`src/rtl/key_event_pkg.sv`:
```
`default_nettype none
// ============================================================================
//  Module      : key_event_pkg
//  Description : Shared state encoding and timing helpers for the key event
//                classifier (short / double / long / repeat press).
//  Revision    : 1.0 - initial release
// ============================================================================
package key_event_pkg;

    // Width of the millisecond counter; it saturates at all-ones.
    localparam int MS_W = 16;

    // Classifier states, explicitly encoded in 3 bits.
    typedef enum logic [2:0] {
        ST_IDLE           = 3'd0,
        ST_PRESSED        = 3'd1,
        ST_LONG_HELD      = 3'd2,
        ST_WAIT_SECOND    = 3'd3,
        ST_SECOND_PRESSED = 3'd4
    } state_t;

    // Number of clock cycles in one millisecond for a clock given in MHz.
    function automatic int ticks_per_ms(input int freq_mhz);
        return freq_mhz * 1000;
    endfunction

endpackage : key_event_pkg
`default_nettype wire

```
`src/rtl/key_event_fsm_tick.sv`:
```
`default_nettype none
// ============================================================================
//  Module      : ms_tick_gen
//  Description : Millisecond prescaler. Asserts tick in the last cycle of each
//                TICKS-cycle period; clr restarts the period so that timing is
//                measured from the clearing edge rather than a free-running
//                phase.
//  Revision    : 1.0 - initial release
// ============================================================================
module ms_tick_gen #(
    parameter int TICKS = 1000
) (
    input  logic clk,
    input  logic rst,
    input  logic clr,
    output logic tick
);

    localparam int CW = (TICKS > 1) ? $clog2(TICKS) : 1;
    localparam logic [CW-1:0] LAST = CW'(TICKS - 1);

    logic [CW-1:0] cnt;

    assign tick = (cnt == LAST);

    // Period counter: wraps on tick, restarts whenever the ms timer is cleared.
    always_ff @(posedge clk or negedge rst) begin
        if (!rst) begin
            cnt <= '0;
        end else if (clr || tick) begin
            cnt <= '0;
        end else begin
            cnt <= cnt + CW'(1);
        end
    end

endmodule : ms_tick_gen
`default_nettype wire

```
`src/rtl/key_event_fsm.sv`:
```
`default_nettype none
// ============================================================================
//  Module      : key_event_fsm
//  Description : Classifies debounced key press/release pulses into short,
//                double, long and auto-repeat press events. All event outputs
//                are registered one-cycle pulses; key_held is a registered
//                level.
//  Revision    : 1.0 - initial release
// ============================================================================
module key_event_fsm
    import key_event_pkg::*;
#(
    parameter int FREQ      = 50,
    parameter int LONG_MS   = 1000,
    parameter int REPEAT_MS = 200,
    parameter int DCLICK_MS = 300
) (
    input  logic clk,
    input  logic rst,
    input  logic key_press,
    input  logic key_release,
    output logic short_press,
    output logic double_press,
    output logic long_press,
    output logic repeat_press,
    output logic key_held
);

    localparam int TPM       = ticks_per_ms(FREQ);
    localparam bit DCLICK_EN = (DCLICK_MS > 0);

    // "Count reaches N" is detected on the tick that moves the count to N,
    // so the comparisons use N-1 and the event lands exactly N ms after the
    // clearing edge.
    localparam logic [MS_W-1:0] LONG_LAST   = MS_W'(LONG_MS - 1);
    localparam logic [MS_W-1:0] REPEAT_LAST = MS_W'(REPEAT_MS - 1);
    localparam logic [MS_W-1:0] DCLICK_LAST = MS_W'(DCLICK_EN ? DCLICK_MS - 1 : 0);

    state_t          state;
    state_t          next_state;
    logic [MS_W-1:0] ms_cnt;
    logic            tick;
    logic            clr;
    logic            press_ev;
    logic            rel_ev;
    logic            long_hit;
    logic            rep_hit;
    logic            dclick_hit;
    logic            short_nxt;
    logic            double_nxt;
    logic            long_nxt;
    logic            repeat_nxt;
    logic            held_nxt;

    // Simultaneous press and release are contradictory and both dropped.
    assign press_ev   = key_press & ~key_release;
    assign rel_ev     = key_release & ~key_press;

    assign long_hit   = tick && (ms_cnt == LONG_LAST);
    assign rep_hit    = tick && (ms_cnt == REPEAT_LAST);
    assign dclick_hit = tick && (ms_cnt == DCLICK_LAST);

    ms_tick_gen #(
        .TICKS (TPM)
    ) u_tick (
        .clk  (clk),
        .rst  (rst),
        .clr  (clr),
        .tick (tick)
    );

    // Millisecond counter: cleared with the prescaler, saturates at all-ones.
    always_ff @(posedge clk or negedge rst) begin
        if (!rst) begin
            ms_cnt <= '0;
        end else if (clr) begin
            ms_cnt <= '0;
        end else if (tick && (ms_cnt != {MS_W{1'b1}})) begin
            ms_cnt <= ms_cnt + MS_W'(1);
        end
    end

    // State register.
    always_ff @(posedge clk or negedge rst) begin
        if (!rst) begin
            state <= ST_IDLE;
        end else begin
            state <= next_state;
        end
    end

    // Next-state and timer-clear decode. A key edge arriving on the same
    // cycle as a timer expiry is honoured first, so a release is never lost.
    always_comb begin
        next_state = state;
        clr        = 1'b0;
        case (state)
            ST_IDLE: begin
                clr = 1'b1;
                if (press_ev) begin
                    next_state = ST_PRESSED;
                end
            end
            ST_PRESSED: begin
                if (rel_ev) begin
                    clr = 1'b1;
                    next_state = DCLICK_EN ? ST_WAIT_SECOND : ST_IDLE;
                end else if (long_hit) begin
                    clr = 1'b1;
                    next_state = ST_LONG_HELD;
                end
            end
            ST_LONG_HELD: begin
                if (rel_ev) begin
                    clr = 1'b1;
                    next_state = ST_IDLE;
                end else if (rep_hit) begin
                    clr = 1'b1;
                end
            end
            ST_WAIT_SECOND: begin
                if (press_ev) begin
                    clr = 1'b1;
                    next_state = ST_SECOND_PRESSED;
                end else if (dclick_hit) begin
                    clr = 1'b1;
                    next_state = ST_IDLE;
                end
            end
            ST_SECOND_PRESSED: begin
                if (rel_ev) begin
                    clr = 1'b1;
                    next_state = ST_IDLE;
                end else if (long_hit) begin
                    clr = 1'b1;
                    next_state = ST_LONG_HELD;
                end
            end
            default: begin
                clr = 1'b1;
                next_state = ST_IDLE;
            end
        endcase
    end

    // Output decode: at most one event pulse per cycle by construction.
    always_comb begin
        short_nxt  = 1'b0;
        double_nxt = 1'b0;
        long_nxt   = 1'b0;
        repeat_nxt = 1'b0;
        held_nxt   = (next_state == ST_PRESSED) ||
                     (next_state == ST_SECOND_PRESSED) ||
                     (next_state == ST_LONG_HELD);
        case (state)
            ST_PRESSED: begin
                if (rel_ev) begin
                    short_nxt = !DCLICK_EN;
                end else if (long_hit) begin
                    long_nxt = 1'b1;
                end
            end
            ST_LONG_HELD: begin
                repeat_nxt = !rel_ev && rep_hit;
            end
            ST_WAIT_SECOND: begin
                short_nxt = !press_ev && dclick_hit;
            end
            ST_SECOND_PRESSED: begin
                if (rel_ev) begin
                    double_nxt = 1'b1;
                end else if (long_hit) begin
                    long_nxt = 1'b1;
                end
            end
            default: begin
                short_nxt = 1'b0;
            end
        endcase
    end

    // Output registers.
    always_ff @(posedge clk or negedge rst) begin
        if (!rst) begin
            short_press  <= 1'b0;
            double_press <= 1'b0;
            long_press   <= 1'b0;
            repeat_press <= 1'b0;
            key_held     <= 1'b0;
        end else begin
            short_press  <= short_nxt;
            double_press <= double_nxt;
            long_press   <= long_nxt;
            repeat_press <= repeat_nxt;
            key_held     <= held_nxt;
        end
    end

endmodule : key_event_fsm
`default_nettype wire

```
`config.mk`:
```
export PLATFORM = sky130hd
export DESIGN_NAME = key_event_fsm
export DESIGN_NICKNAME = d
export VERILOG_FILES = /design/src/rtl/key_event_pkg.sv /design/src/rtl/key_event_fsm_tick.sv /design/src/rtl/key_event_fsm.sv
export SDC_FILE = /design/constraint.sdc
export NUM_CORES = 1
export LEC_CHECK = 0
export ABC_AREA = 0
export BUFFER_PORTS_ARGS = -buffer_cell sky130_fd_sc_hd__buf_4
export CORE_AREA = 5 5 66 68
export CTS_BUF_LIST = sky130_fd_sc_hd__clkbuf_4 sky130_fd_sc_hd__clkbuf_8
export CTS_CLUSTER_SIZE = 8
export DETAILED_ROUTE_END_ITERATION = 12
export DIE_AREA = 0 0 71 73
export GPL_TIMING_DRIVEN = 0
export PLACE_DENSITY_LB_ADDON = 0.15
export SLEW_MARGIN = 30
export SYNTH_ARGS = -nofsm -noshare
export SYNTH_HDL_FRONTEND = slang
export SYNTH_SLANG_ARGS = --single-unit
export TNS_END_PERCENT = 50
```
`constraint.sdc`:
```
create_clock -name clk -period 7.64 [get_ports clk]
set_clock_uncertainty 0.2 [all_clocks]
set_input_delay 0.764 -clock clk [delete_from_list [all_inputs] [get_ports clk]]
set_output_delay 0.764 -clock clk [all_outputs]
set_load 0.1 [all_outputs]
```
# Word level (Yosys, flattened, before mapping)
# Index checks and enable logic that the tools add are counted.
word_totals:
  wordCells: 64
  register_bits: 40
  in_bits: 4
  output_inout_bits: 5
classes:
  bitwise_logic: 4
  n_eq_ne: 12
  mux: 24
  addsub: 2
  n_reduce_logical: 14
op_table:
  columns: ["operator", "count"]
  rows:
  - ["$mux W16", 3]
  - ["$add A16 B1 Y16 const B", 2]
  - ["$mux W3", 7]
  - ["$eq A16 B10 Y1 const B", 1]
  - ["$eq A16 B16 Y1 const B", 1]
  - ["$eq A16 B8 Y1 const B", 1]
  - ["$eq A16 B9 Y1 const B", 1]
  - ["$ne A16 B16 Y1 const B", 1]
  - ["$pmux W3 S5", 1]
  - ["$mux W1", 12]
  - ["$eq A3 B2 Y1 const B", 3]
  - ["$eq A3 B1 Y1 const B", 2]
  - ["$eq A3 B3 Y1 const B", 2]
  - ["$logic_and A1 B1 Y1", 6]
  - ["$logic_not A3 Y1", 1]
  - ["$logic_or A1 B1 Y1", 3]
  - ["$pmux W1 S3", 1]
  - ["$and A1 B1 Y1", 2]
  - ["$logic_not A1 Y1", 2]
  - ["$not A1 Y1", 2]
  - ["$reduce_bool A2 Y1", 1]
  - ["$reduce_or A2 Y1", 1]

# Logic depth before layout (Yosys ltp)
logic_depth:
  ltp_word: 8
  mapped_depth: 7
  mapped_depth_nobuf: 6

# Hierarchy
# From an unflattened synthesis, not the netlist that was laid out.
unflattened:
  cells_unflattened: 235
  hier_area_um2: 2184.6
modules_own_cells:
  columns: ["module", "seq_area_each_um2", "area_per_inst_um2", "instances", "cells_per_inst"]
  rows:
  - ["key_event_fsm", 600.6, 1392.6, 1, 155]
  - ["ms_tick_gen", 400.4, 792.0, 1, 80]

# Least setup slack after synthesis
# No wires, ideal clock.
synth_path:
  kind: "register to register"
  startpoint: "reg u_tick.cnt[4]"
  endpoint: "reg ms_cnt[15]"
  arrival_ns: 2.351
  synth_period_minus_slack_ns: 2.633
  setup_ns: 0.082
  required_ns: 7.358
  stages_incl_launch_ff: 6
  setup_slack_ns: 5.007
  path_cell_list: "dfrtp_1 or4b_4 or4_4 nor3_2 or4b_1 a22oi_2"
synth_between:
  elab_chain_len: 6
synth_lines:
  columns: ["item", "line_no", "rtl"]
  rows:
  - ["from (decl)", "key_event_fsm_tick.sv:22", "logic [CW-1:0] cnt;"]
  - ["from (signal assigned)", "key_event_fsm_tick.sv:33", "cnt <= cnt + CW'(1);"]
  - ["$eq A16 B16 Y1 (*)", "key_event_fsm_tick.sv:24", "assign tick = (cnt == LAST);"]
  - ["$logic_and A1 B1 Y1, on equally long branches", "key_event_fsm.sv:59, key_event_fsm.sv:60, key_event_fsm.sv:61", null]
  - ["$mux W1, on equally long branches", null, null]
  - ["$mux W1, on equally long branches", "key_event_fsm.sv:105, key_event_fsm.sv:114, key_event_fsm.sv:122", null]
  - ["$pmux W1 S3", "key_event_fsm.sv:97", "case (state)"]
  - ["$mux W16 / $reduce_bool A2 Y1 (equally long branches)", null, null]
  - ["to (signal assigned)", "key_event_fsm.sv:79", "ms_cnt <= ms_cnt + MS_W'(1);"]
  - ["to (decl)", "key_event_fsm.sv:41", "logic [MS_W-1:0] ms_cnt;"]
# Every way passes the cells marked *; elsewhere a longest branch is shown, timed or not.
# A chain may end at the register's enable or synchronous reset.

# Worst setup path in the final report
layout_path:
  startpoint: "reg u_tick.cnt[4]"
  endpoint: "reg u_tick.cnt[12]"
layout_between:
  elab_chain_len: 7
layout_lines:
  columns: ["item", "line_no", "rtl"]
  rows:
  - ["$eq A16 B16 Y1", "key_event_fsm_tick.sv:24", null]
  - ["$logic_and A1 B1 Y1, on equally long branches", "key_event_fsm.sv:59, key_event_fsm.sv:60, key_event_fsm.sv:61", null]
  - ["$mux W1, on equally long branches", null, null]
  - ["$mux W1, on equally long branches", "key_event_fsm.sv:105, key_event_fsm.sv:114, key_event_fsm.sv:122", null]
  - ["$pmux W1 S3", "key_event_fsm.sv:97", null]
  - ["$logic_or A1 B1 Y1", "key_event_fsm_tick.sv:30", "end else if (clr || tick) begin"]
  - ["$mux W16 (*)", "key_event_fsm_tick.sv:30", null]
# Marks and branches as above.

==> impl_metrics.tcl <==
set metrics [dict create \
    syn2layout_area_growth_pct 9.47 \
    p_per_area_nw_per_um2 217 \
    cp_slowest_cell "or4b_4" \
    hold_class "in2async" \
    fmax_mhz 335 \
    fillCellCount 320 \
    hold_viol_final 0 \
    syn_nets 242 \
    relSlewSlack 0.567 \
    timing.rr.end "u_tick.cnt[12]" \
    rsz0062_at_grt "no" \
    drive_gt1_frac 0.124 \
    cts_made_buffers 5 \
    worstPathArrival_ns 2.92 \
    via_count 1838 \
    combPwrFrac 0.292 \
    final_nets 257 \
    cts_tree "yes" \
    status "finished, final reports clean" \
    cts_sinks 40 \
    path_buf_inv 1 \
    postSynthCellCount 236 \
    min_period_ns 2.99 \
    swShare 0.360 \
    dp_hpwl_mm 3.37 \
    routed_wl_mm 4.76 \
    leakage_nw 0.987 \
    htreeDepth 2 \
    die_y_um 73 \
    worstSetupEndpointType "flop" \
    cts_resized 0 \
    cell_internal_pwr_w 0.000352 \
    grtUsageTotal 0.206 \
    grt_pass1_wl_mm 8.56 \
    p_clk_frac 0.269 \
    finalSetupViolCount 0 \
    ys_ff_latch 40 \
    post_synth.cell_area_avg_sq_um 9.79 \
    holdBufCountCts 0 \
    ys_types 44 \
    io_pins 9 \
    drt_iter0_markers 194 \
    dpl.cell_count 294 \
    ir_worst_vdd_v 0.0000925 \
    power_w 0.000550 \
    grt_max_degree 41 \
    diodes 0 \
    drc_errors 0 \
    gp_congestion 0.851 \
    die-area_sq_um 5180 \
    worst_setup_path_start_kind "flop" \
    fin_crit_sh 0.391 \
    r2r_slack_ns 4.65 \
    cp_top_family "simple AND/OR/NAND/NOR gates" \
    cts_root_buffer "clkbuf_8" \
    slowest_delay_ns 0.59 \
    synth_ff_type "dfrtp_1" \
    p_sw_w 0.000198 \
    fin_ws_ns 4.65 \
    grt_pass1_vias 1818 \
    avgViaCountPerCell 6.11 \
    cts.clk_slew.worst_paths_ns 0.07 \
    post-place-ws_ns 4.64 \
    criticalPathCategory "reg2reg" \
    ys_warn_count 0 \
    worst_slew_pin_slew_ns 0.649 \
    design.core.area_sq_um 3800 \
    first_pass_iters 4 \
    reg2regPathDepth 6 \
    post_drt_wl_per_cell_um 15.8 \
    async_reset_ff_frac 1.00 \
    fin_cells 301 \
    clock_latency_ns 0.28 \
    rows 23 \
    grt_overflow_total 0 \
    start_util 0.608 \
    cp_cell_sequence "or4b_4 -> nor3_1 -> a31oi_1 -> o31ai_1 -> clkbuf_1 -> a21oi_1" \
    fin_setup_tns_ns 0 \
    slew_viol_final 0 \
    r2r_start "u_tick.cnt[4]" \
    cap_viol_max_count 0 \
    seq_power_share 0.440 \
    fp.dieW_um 71 \
    cp_max_fo 10 \
    post_cts_buffers 0 \
    seq_area_frac_synth 0.433 \
    antenna_left 0 \
    synth_edf_count 0 \
    required_ns 7.58 \
    io_buffers 8 \
    cts_max_path_buffers 2 \
    syn_area_sq_um 2310 \
    antenna_found_initial 0 \
]
[power groups by stage]
stage / sequential [W] / combinational [W] / clock, W
after floorplan: 0.000262 / 0.000100 / 0
after global placement: 0.000245 / 0.000159 / 0
after detailed placement: 0.000246 / 0.000160 / 0
after CTS: 0.000241 / 0.000161 / 0.000153
after global routing: 0.000244 / 0.000178 / 0.000161
final: 0.000242 / 0.000160 / 0.000148
[stage by stage]
step	hold WS (ns)	utilization	instance area [sq um]
finish	0.237	0.666	2530
global route	0.288	0.666	2530
CTS	0.258	0.666	2530
detailed placement	0.270	0.641	2430
global placement	0.266	0.641	2430
floorplan	0.234	-	2310
[synthesized netlist by cell type (6+ instances only)]
cell	n	area, sq um
nor3_1	8	40.0
clkbuf_1	12	45.0
nor4_2	6	75.1
a21oi_1	23	115
a211oi_1	8	60.1
and3_1	6	37.5
and4_1	7	61.3
xnor2_1	20	175
nand2_1	18	67.6
nand3_1	14	70.1
nor2_1	10	37.5
xor2_1	7	61.3
dfrtp_1	40	1000
[area by class of cell]
class,instances,area [sq um],share of cell area
multi-input cells,180,1240,0.492
flip-flops and latches,40,1000,0.396
clock buffers,7,96.3,0.0381
well taps,50,62.6,0.0247
repair buffers,8,60.1,0.0237
plain buffers,14,57.6,0.0227
inverters,2,7.51,0.00297
[flip-flops by register name, summed over array words and instances, names as in the netlist]
register and flops:
ms_cnt 16, u_tick.cnt 16, state 3, double_press 1, key_held 1, long_press 1
repeat_press 1, short_press 1
[cell families after synthesis]
family	synth area share
simple gates	0.278
compound gates	0.143
flops	0.433
xor+xnor	0.102
buf+inv	0.0282
fa+ha+maj	0.0108
mux	0.00433
[worst max path at each step]
| stage | depth (start not counted) | endpoint | from |
|---|---|---|---|
| after global routing | 6 | ms_cnt[2] | u_tick.cnt[4] |
| after CTS | 6 | u_tick.cnt[12] | u_tick.cnt[4] |
| final | 6 | u_tick.cnt[12] | u_tick.cnt[4] |
| after detailed placement | 6 | u_tick.cnt[12] | u_tick.cnt[4] |
| after global placement | 6 | u_tick.cnt[13] | u_tick.cnt[4] |
| after floorplan | 5 | ms_cnt[15] | u_tick.cnt[4] |
[cell usage in the layout (no fill, tap or decap), types with 2 or more instances in the layout]
master	netlist	routed
buf_4	1	9
and3_1	6	6
clkbuf_8	0	7
nor4b_2	2	2
clkbuf_1	12	12
nor4_1	3	3
and4_1	7	7
or4_1	3	3
nor4_2	6	6
dfrtp_1	40	40
inv_1	2	2
o21ai_0	5	5
nand2_1	18	18
nor3_1	8	8
nor2b_1	4	4
o31ai_1	3	3
a211oi_1	8	8
ha_1	2	2
a21oi_1	23	23
a22oi_1	2	2
nand3_1	14	14
xnor2_1	20	20
xor2_1	7	7
o41ai_1	3	3
nand2b_1	2	2
nand4_1	5	5
or4b_1	2	2
or3_1	2	2
nor2_1	10	10
[metal layers]
| metal | routed length [um] | vias to the layer above | track usage |
|---|---|---|---|
| li1 | - | 912 | - |
| met1 | 2240 | 886 | 0.282 |
| met2 | 2300 | 34 | 0.331 |
| met3 | 156 | 6 | 0.0317 |
| met4 | 55 | 0 | 0.0814 |
| met5 | 0 | - | 0 |
Power figures use the tool's default switching activity.
